**config.mk**
```make
export PLATFORM = sky130hd
export DESIGN_NAME = alu_result_display
export DESIGN_NICKNAME = d
export VERILOG_FILES = /design/src/rtl/alu_result_display.sv
export SDC_FILE = /design/constraint.sdc
export NUM_CORES = 1
export LEC_CHECK = 0
export ABC_AREA = 1
export BUFFER_PORTS_ARGS = -buffer_cell sky130_fd_sc_hd__buf_2
export CORE_UTILIZATION = 40
export DETAILED_ROUTE_END_ITERATION = 10
export SLEW_MARGIN = 20
export SYNTH_ARGS = -nofsm -noshare
export SYNTH_HDL_FRONTEND = slang
export SYNTH_SLANG_ARGS = --single-unit
```
**constraint.sdc**
```tcl
create_clock -name clk -period 1.8 [get_ports clk]
set_input_delay 0.27 -clock clk [delete_from_list [all_inputs] [get_ports clk]]
set_output_delay 0.27 -clock clk [all_outputs]
set_load 0.03 [all_outputs]
```
**src/rtl/alu_result_display.sv**
```systemverilog
// alu_result_display: converts the 8-bit ALU result to BCD and flashes its significant digits on one 7-segment display
module alu_result_display #(
  parameter int HOLD_CYCLES  = 10_000_000,
  parameter int BLANK_CYCLES = 2_000_000
) (
  input  logic       clk,
  input  logic       rst,
  input  logic [7:0] result,
  output logic [6:0] seg,
  output logic       dp,
  output logic [1:0] digit_sel,
  output logic       frame_start
);
  localparam int MX = HOLD_CYCLES > BLANK_CYCLES ? HOLD_CYCLES : BLANK_CYCLES;
  localparam int CW = $clog2(MX + 1);
  typedef enum logic [1:0] {IDLE, CONV, SHOW, BLANK} state_t;
  state_t state;
  logic [7:0] snap;
  logic [11:0] bcd;
  logic [2:0] iter;
  logic [1:0] idx;
  logic [CW-1:0] cnt;
  logic [19:0] sh;
  logic [3:0] cur;
  function automatic logic [3:0] add3(input logic [3:0] n);
    return n >= 4'd5 ? n + 4'd3 : n;
  endfunction
  function automatic logic [6:0] dec(input logic [3:0] d);
    case (d)
      4'd0: return 7'h3F;
      4'd1: return 7'h06;
      4'd2: return 7'h5B;
      4'd3: return 7'h4F;
      4'd4: return 7'h66;
      4'd5: return 7'h6D;
      4'd6: return 7'h7D;
      4'd7: return 7'h07;
      4'd8: return 7'h7F;
      4'd9: return 7'h6F;
      default: return 7'h00;
    endcase
  endfunction
  assign sh = {add3(bcd[11:8]), add3(bcd[7:4]), add3(bcd[3:0]), snap} << 1;
  always_ff @(posedge clk or posedge rst)
    if (rst) begin
      state <= IDLE;
      snap  <= '0;
      bcd   <= '0;
      iter  <= '0;
      idx   <= '0;
      cnt   <= '0;
    end else
      case (state)
        IDLE: begin
          snap  <= result;
          bcd   <= '0;
          iter  <= '0;
          state <= CONV;
        end
        CONV: begin
          {bcd, snap} <= sh;
          iter <= iter + 3'd1;
          if (iter == 3'd7) begin
            state <= SHOW;
            idx   <= sh[19:16] != 4'd0 ? 2'd3 : sh[15:12] != 4'd0 ? 2'd2 : 2'd1;
            cnt   <= CW'(HOLD_CYCLES - 1);
          end
        end
        SHOW:
          if (cnt == '0) begin
            state <= BLANK;
            cnt   <= CW'(BLANK_CYCLES - 1);
          end else
            cnt <= cnt - CW'(1);
        BLANK:
          if (cnt != '0)
            cnt <= cnt - CW'(1);
          else if (idx == 2'd1)
            state <= IDLE;
          else begin
            idx   <= idx - 2'd1;
            state <= SHOW;
            cnt   <= CW'(HOLD_CYCLES - 1);
          end
      endcase
  always_comb begin
    cur         = idx == 2'd3 ? bcd[11:8] : idx == 2'd2 ? bcd[7:4] : bcd[3:0];
    seg         = state == SHOW ? dec(cur) : 7'h00;
    digit_sel   = state == SHOW ? idx : 2'd0;
    dp          = state == SHOW && idx == 2'd1;
    frame_start = state == IDLE && !rst;
  end
endmodule

```
==> impl_metrics.env, run 1 <==
export IMPL_die_y_um=95.3
export IMPL_timing_fmax_ghz=0.425
export IMPL_synthMostInstantiatedCell="nand2_1"
export IMPL_yosysSeqAreaShare_pct=36.6
export IMPL_r2r_setup_slack_ns=0.12
export IMPL_port_buffers=20
export IMPL_endpoint="seg[3]"
export IMPL_insertion_delay_ns=0.32
export IMPL_layout_cells_non_filler=676
export IMPL_start_kind="flop"
export IMPL_drt_first_pass_iters=4
export IMPL_dieArea_mm2=0.00909
export IMPL_yosys_cell_types_count=35
export IMPL_required_ns=1.53
export IMPL_grt_pass1_vias=3213
export IMPL_wl_um=9120
export IMPL_fp_dieW_um=95.3
export IMPL_cts_sinks=51
export IMPL_dpl_cell_area_mm2=0.00419
export IMPL_setup_ws_ns=-0.553
export IMPL_cts_tree="built"
export IMPL_worstPathCellList="inv_2, ha_4, nand2_1, o211ai_1, o21a_2, inv_2, ha_4, o21ai_4, nor2_2, nor2_4, buf_6"
export IMPL_finalHoldViolCount=13
export IMPL_critPathCaptureType="output port"
export IMPL_rsz0062_at_grt="true"
export IMPL_slew_viol_final=0
export IMPL_r2r_end="idx[1]"
export IMPL_synth_ff_type="dfrtp_1"
export IMPL_post_route_min_period_ns=2.35
export IMPL_antenna_found_initial=0
export IMPL_final_area_mm2=0.00462
export IMPL_maxCapViolations=0
export IMPL_syn_to_final_growth_pct=32.5
export IMPL_syn_avg_cell_area_um2=7.03
export IMPL_worstPathMaxFanout=7
export IMPL_fillCellCount=816
export IMPL_post_dp_hpwl_um=6770
export IMPL_grt_overflow_total=0
export IMPL_synth_warnings=0
export IMPL_irDropWorstVdd_mv=1.08
export IMPL_final_seq_area_mm2=0.00128
export IMPL_synth_top_area_share_pct=36.6
export IMPL_ys_seq_elements=51
export IMPL_synth_edff_count=0
export IMPL_crit_arrival_ns=2.08
export IMPL_num_vias=3464
export IMPL_run_status="finished, violations left"
export IMPL_grt_start_max_net_pins=52
export IMPL_syn_nets=525
export IMPL_gp_congestion=0.940
export IMPL_core_area_mm2=0.00834
export IMPL_post_route_period_util_pct=131
export IMPL_multiInputGateArea_mm2=0.00225
export IMPL_dpl_cell_count=660
export IMPL_violations="hold timing, setup timing"
export IMPL_clk_pin_slew_worst_paths_ns=0.11
export IMPL_tightest_slew_ns=0.501
export IMPL_skew_ns=0.0149
export IMPL_holdWs_ns=-0.0105
export IMPL_viasPerCell=5.12
export IMPL_crit_path_max_incr_delay_ns=0.42
export IMPL_reg2reg_depth=12
export IMPL_yosysTopAreaCell="dfrtp_1"
export IMPL_worstSetupStartpoint="idx[0]"
export IMPL_antenna_cells=0
export IMPL_cpMaxStageDelayCell="dfrtp_1"
export IMPL_slew_headroom_pct=66.5
export IMPL_post_route_util_pct=55.4
export IMPL_p_leak_nw=2.20
export IMPL_io_pins=21
export IMPL_drive_gt1_share_pct=29.4
export IMPL_nets=599
export IMPL_wl_per_cell_um=13.5
export IMPL_start_util_pct=41.8
export IMPL_yosys_top_cells_area="dfrtp_1 37%, nand2_1 16%, ha_1 6.8%"
export IMPL_antenna_left=0
export IMPL_max_clock_path_buffers=2
export IMPL_grt_pass1_wl_um=15200
export IMPL_setup_viol=7
export IMPL_cts_root_buf="clkbuf_8"
export IMPL_cts_hold_buf=0
export IMPL_rows=33
export IMPL_synth_common_cells="153 x nand2_1, 60 x nor2_1, 55 x inv_1, 51 x dfrtp_1, 38 x nand3_1"
export IMPL_async_reset_ff_share_pct=100
export IMPL_drtIter0Drc=243
export IMPL_hold_class="in -> async"
export IMPL_synth_area_mm2=0.00348
export IMPL_grt_usage_pct=21.8
export IMPL_setup_worst_path_class="reg -> out"
export IMPL_postSynthCellCount=496
export IMPL_cts_buffers=5
export IMPL_power_density_mw_per_mm2=1420
export IMPL_h_tree_depth=2
export IMPL_r2r_start="bcd[8]"
export IMPL_drc=0
[placed cells by master (no fill, tap or decap), drive strengths merged]
cell      instances
clkinvlp          2
a31oi             1
inv              55
nand3            40
nor4              1
xor2              5
or2               1
nand2           156
o22ai             8
o21ai            38
a22oi             2
buf              77
clkbuf            6
nand4            11
nand3b            7
dfrtp            51
a21oi             9
clkinv            1
a22o              3
o21a              2
ha               19
nor3              3
nor2             65
o21bai            1
o211ai            4
o2111ai           3
[layout make-up]
class | count | area share, %
well taps | 105 | 2.84
repair buffers | 77 | 13.8
flip-flops and latches | 51 | 27.7
multi-input cells | 379 | 48.8
clock buffers | 6 | 1.79
clock inverters | 2 | 0.352
inverters | 56 | 4.74
[how the worst min path moves through the flow]
stage	endpoint	cells past startpoint	startpoint	slack, ns
floorplan	snap[0]	1	result[0]	0.40
global placement	snap[0]	3	rst	0.35
detailed placement	cnt[5]	3	rst	0.36
CTS	cnt[5]	3	rst	0.002
global route	snap[0]	3	rst	0.01
finish	cnt[5]	3	rst	-0.01
[cells by family after synthesis]
| kind of cell | after synthesis | share of synthesized area [%] |
|---|---|---|
| AND/OR/NAND/NOR | 284 | 35.0 |
| XOR/XNOR | 5 | 1.26 |
| flip-flops | 51 | 36.6 |
| AO/OA/AOI/OAI | 71 | 12.7 |
| buffers and inverters | 66 | 7.65 |
| adder cells (fa/ha/maj) | 19 | 6.82 |
[power by group]
| part | leakage [nW] | switching [mW] | total [mW] | internal, mW |
|---|---|---|---|---|
| logic | 1.53 | 2.48 | 4.51 | 2.03 |
| registers | 0.621 | 0.0785 | 1.32 | 1.24 |
| clock network | 0.0474 | 0.427 | 0.742 | 0.315 |
| total | 2.20 | 2.98 | 6.57 | 3.59 |
[worst max-delay path, delay by kind of cell (launching register included)]
| family | cells | cell delay [ns] |
|---|---|---|
| AOI/OAI and AO/OA | 3 | 0.49 |
| DFF | 1 | 0.42 |
| adders and majority gates | 2 | 0.34 |
| buffers and inverters | 3 | 0.31 |
| and+or+nand+nor | 3 | 0.22 |
[sequential cells by signal, summed over array words and instances, names as in the netlist]
name   count
idx        2
state      2
iter       3
cnt       24
snap       8
bcd       12
[repair_timing]
item                       in CTS  in global routing
gates cloned                    0                  0
buffers inserted                5                  4
hold endpoints to repair        0                  0
pin swaps                      10                 13
setup endpoints to repair      12                 27
resized for setup              45                 38
[layer usage]
layer  up-vias  GRT usage, %  share of wire (%)  wire [µm]
met5         -             0                  0          0
met4         0          7.95                2.4        216
met1      1601          29.2                 46       4240
li1       1766             -                  -          -
met3        20          2.87                4.0        362
met2        77          35.8                 47       4300
[per-stage QoR]
stage / power, mW / TNS (ns) / setup WS (ns)
finish: 6.57 / -3.60 / -0.553
global route: 7.06 / -4.58 / -0.671
CTS: 6.39 / -3.54 / -0.547
detailed placement: 4.96 / -1.83 / -0.338
global placement: 4.87 / -1.26 / -0.221
floorplan: 3.84 / -0.751 / -0.156
Power figures use the tool's default switching activity.
==> run 2: changes to the inputs <==
--- a/config.mk
+++ b/config.mk
@@ -7,8 +7,11 @@
 export LEC_CHECK = 0
 export ABC_AREA = 1
 export BUFFER_PORTS_ARGS = -buffer_cell sky130_fd_sc_hd__buf_2
-export CORE_UTILIZATION = 40
+export CORE_MARGIN = 8
+export CORE_UTILIZATION = 55
 export DETAILED_ROUTE_END_ITERATION = 10
+export HOLD_SLACK_MARGIN = 0.06
+export PLACE_DENSITY = 0.76
 export SLEW_MARGIN = 20
 export SYNTH_ARGS = -nofsm -noshare
 export SYNTH_HDL_FRONTEND = slang
==> impl_metrics.env, run 2 (same netlist as run 1, synthesis figures left out) <==
export IMPL_wl_met3_um=398
export IMPL_insertion_delay_ns=0.32
export IMPL_fp_dieW_um=95.6
export IMPL_cts_root_buf="clkbuf_8"
export IMPL_grt_usage_pct=21.4
export IMPL_gp_congestion=0.936
export IMPL_p_int_mw=3.77
export IMPL_post_dp_hpwl_um=6830
export IMPL_power_density_mw_per_mm2=1520
export IMPL_drt_first_pass_iters=7
export IMPL_post_route_min_period_ns=2.35
export IMPL_io_pins=21
export IMPL_num_vias=3624
export IMPL_core_area_mm2=0.00624
export IMPL_r2r_setup_slack_ns=0.02
export IMPL_layout_cells_non_filler=654
export IMPL_required_ns=1.53
export IMPL_p_clk_share_pct=10.6
export IMPL_critPathCaptureType="output port"
export IMPL_top_layer="met4"
export IMPL_combPwrFrac_pct=70.6
export IMPL_rows=29
export IMPL_final_cell_mix="143 x nand2_1, 56 x buf_4, 50 x dfrtp_1, 44 x nor2_1, 40 x inv_1"
export IMPL_preCtsSetupSlack_ns=-0.338
export IMPL_post_route_util_pct=74.6
export IMPL_finalHoldViolCount=0
export IMPL_r2r_start="bcd[5]"
export IMPL_p_switching_mw=3.29
export IMPL_slew_headroom_pct=62.0
export IMPL_antenna_cells=0
export IMPL_syn_to_final_growth_pct=33.6
export IMPL_slew_viol_final=0
export IMPL_grt_overflow_total=0
export IMPL_viasPerCell=5.54
export IMPL_rsz0062_at_grt="true"
export IMPL_dieArea_mm2=0.00914
export IMPL_top_regs="cnt (24), bcd (12), snap (8)"
export IMPL_maxCapViolations=0
export IMPL_skew_ns=0.0107
export IMPL_antenna_left=0
export IMPL_setup_tns_ns=-3.69
export IMPL_grt_pass1_vias=3563
export IMPL_drc=0
export IMPL_start_kind="flop"
export IMPL_r2r_end="idx[1]"
export IMPL_cts_tree="built"
export IMPL_port_buffers=20
export IMPL_start_util_pct=55.8
export IMPL_min_to="snap[5]"
export IMPL_setup_worst_path_class="reg -> out"
export IMPL_dpl_cell_count=631
export IMPL_met1_length_um=4160
export IMPL_drtIter0Drc=252
export IMPL_tightest_slew_ns=0.569
export IMPL_setup_viol=7
export IMPL_holdWs_ns=0.156
export IMPL_h_tree_depth=2
export IMPL_post_route_period_util_pct=131
export IMPL_cts_buffers=5
export IMPL_violations="setup timing"
export IMPL_grt_pass1_wl_um=15800
export IMPL_largest_register_ffs=24
export IMPL_die_y_um=95.6
export IMPL_irDropWorstVdd_mv=2.67
export IMPL_worstHoldStart="result[5]"
export IMPL_final_common_cell="nand2_1"
export IMPL_timing_fmax_ghz=0.425
export IMPL_pwr_share_seq_pct=18.8
export IMPL_largest_register="cnt"
export IMPL_crit_arrival_ns=2.08
export IMPL_clk_pin_slew_worst_paths_ns=0.11
export IMPL_reg2reg_depth=12
export IMPL_drive_gt1_share_pct=31.0
export IMPL_grt_start_max_net_pins=28
export IMPL_p_sw_share_pct=46.6
export IMPL_worstPathMaxFanout=6
export IMPL_cts_sinks=51
export IMPL_holdPathStages=3
export IMPL_antenna_found_initial=0
export IMPL_nets=605
export IMPL_wl_per_cell_um=14.6
export IMPL_hold_class="in -> reg"
export IMPL_wl_um=9520
export IMPL_setup_ws_ns=-0.554
export IMPL_wl_met2_um=4810
export IMPL_run_status="finished, violations left"
export IMPL_p_leak_nw=2.24
export IMPL_max_clock_path_buffers=2
==> run 2: cell count changes in the layout (fill, tap and decap cells not counted), moves of 2 or more <==
cell and change:
buf_4 +7, ha_1 -2, inv_2 +2, inv_8 +2, nor2_1 -2, nor2_2 +2
o21ai_1 -2
==> run 2: worst max-delay path, stage by stage, from the launching register on <==
cell     delay, ns
dfrtp_1       0.42
inv_2         0.09
ha_4          0.17
inv_2         0.04
nand2_1       0.08
nand3_2       0.09
o21a_4        0.15
buf_6         0.13
ha_4          0.15
o21ai_4       0.16
nor2_2        0.07
nor2_4        0.09
buf_6         0.13
==> run 2: metrics by stage <==
step,area [µm²],total power [mW]
floorplan,3630,3.84
global placement,4140,4.79
detailed placement,4140,4.93
CTS,4420,6.41
global route,4660,7.48
finish,4660,7.06
==> run 2: timing repair <==
action	4_1_cts	5_1_grt
setup endpoints to repair	15	24
hold buffers	1	0
setup buffers	6	8
resized for setup	37	53
pin swaps	7	14
endpoints found under the hold margin	25	0
==> run 2: worst max-delay path by stage <==
stage            from  endpoint  cells after the start
5_1_grt        idx[0]    seg[5]                     11
3_5_place_dp   idx[0]    seg[4]                     12
6_report       idx[0]    seg[0]                     12
4_1_cts        idx[0]    seg[3]                     11
3_3_place_gp   idx[0]    seg[0]                     11
2_1_floorplan  idx[0]    seg[0]                      9
==> run 2: power groups by stage <==
stage	registers [mW]	logic, mW	clock network, mW
4_1_cts	1.32	4.34	0.756
5_1_grt	1.34	5.33	0.808
2_1_floorplan	1.34	2.50	0
3_3_place_gp	1.34	3.45	0
3_5_place_dp	1.34	3.59	0
6_report	1.33	4.99	0.748
==> run 2: layer usage <==
layer	track usage, %	vias to the layer above
li1	-	1788
met1	26.1	1709
met2	37.6	109
met3	3.46	18
met4	6.79	0
met5	0	-
==> run 2: area by class of cell <==
class / instances / area (µm²)
clock buffers: 5 / 68.8
flip-flops and latches: 51 / 1280
fillers: 481 / 1580
clock inverters: 3 / 31.3
multi-input cells: 379 / 2300
repair buffers: 83 / 669
inverters: 56 / 216
well taps: 77 / 96.3
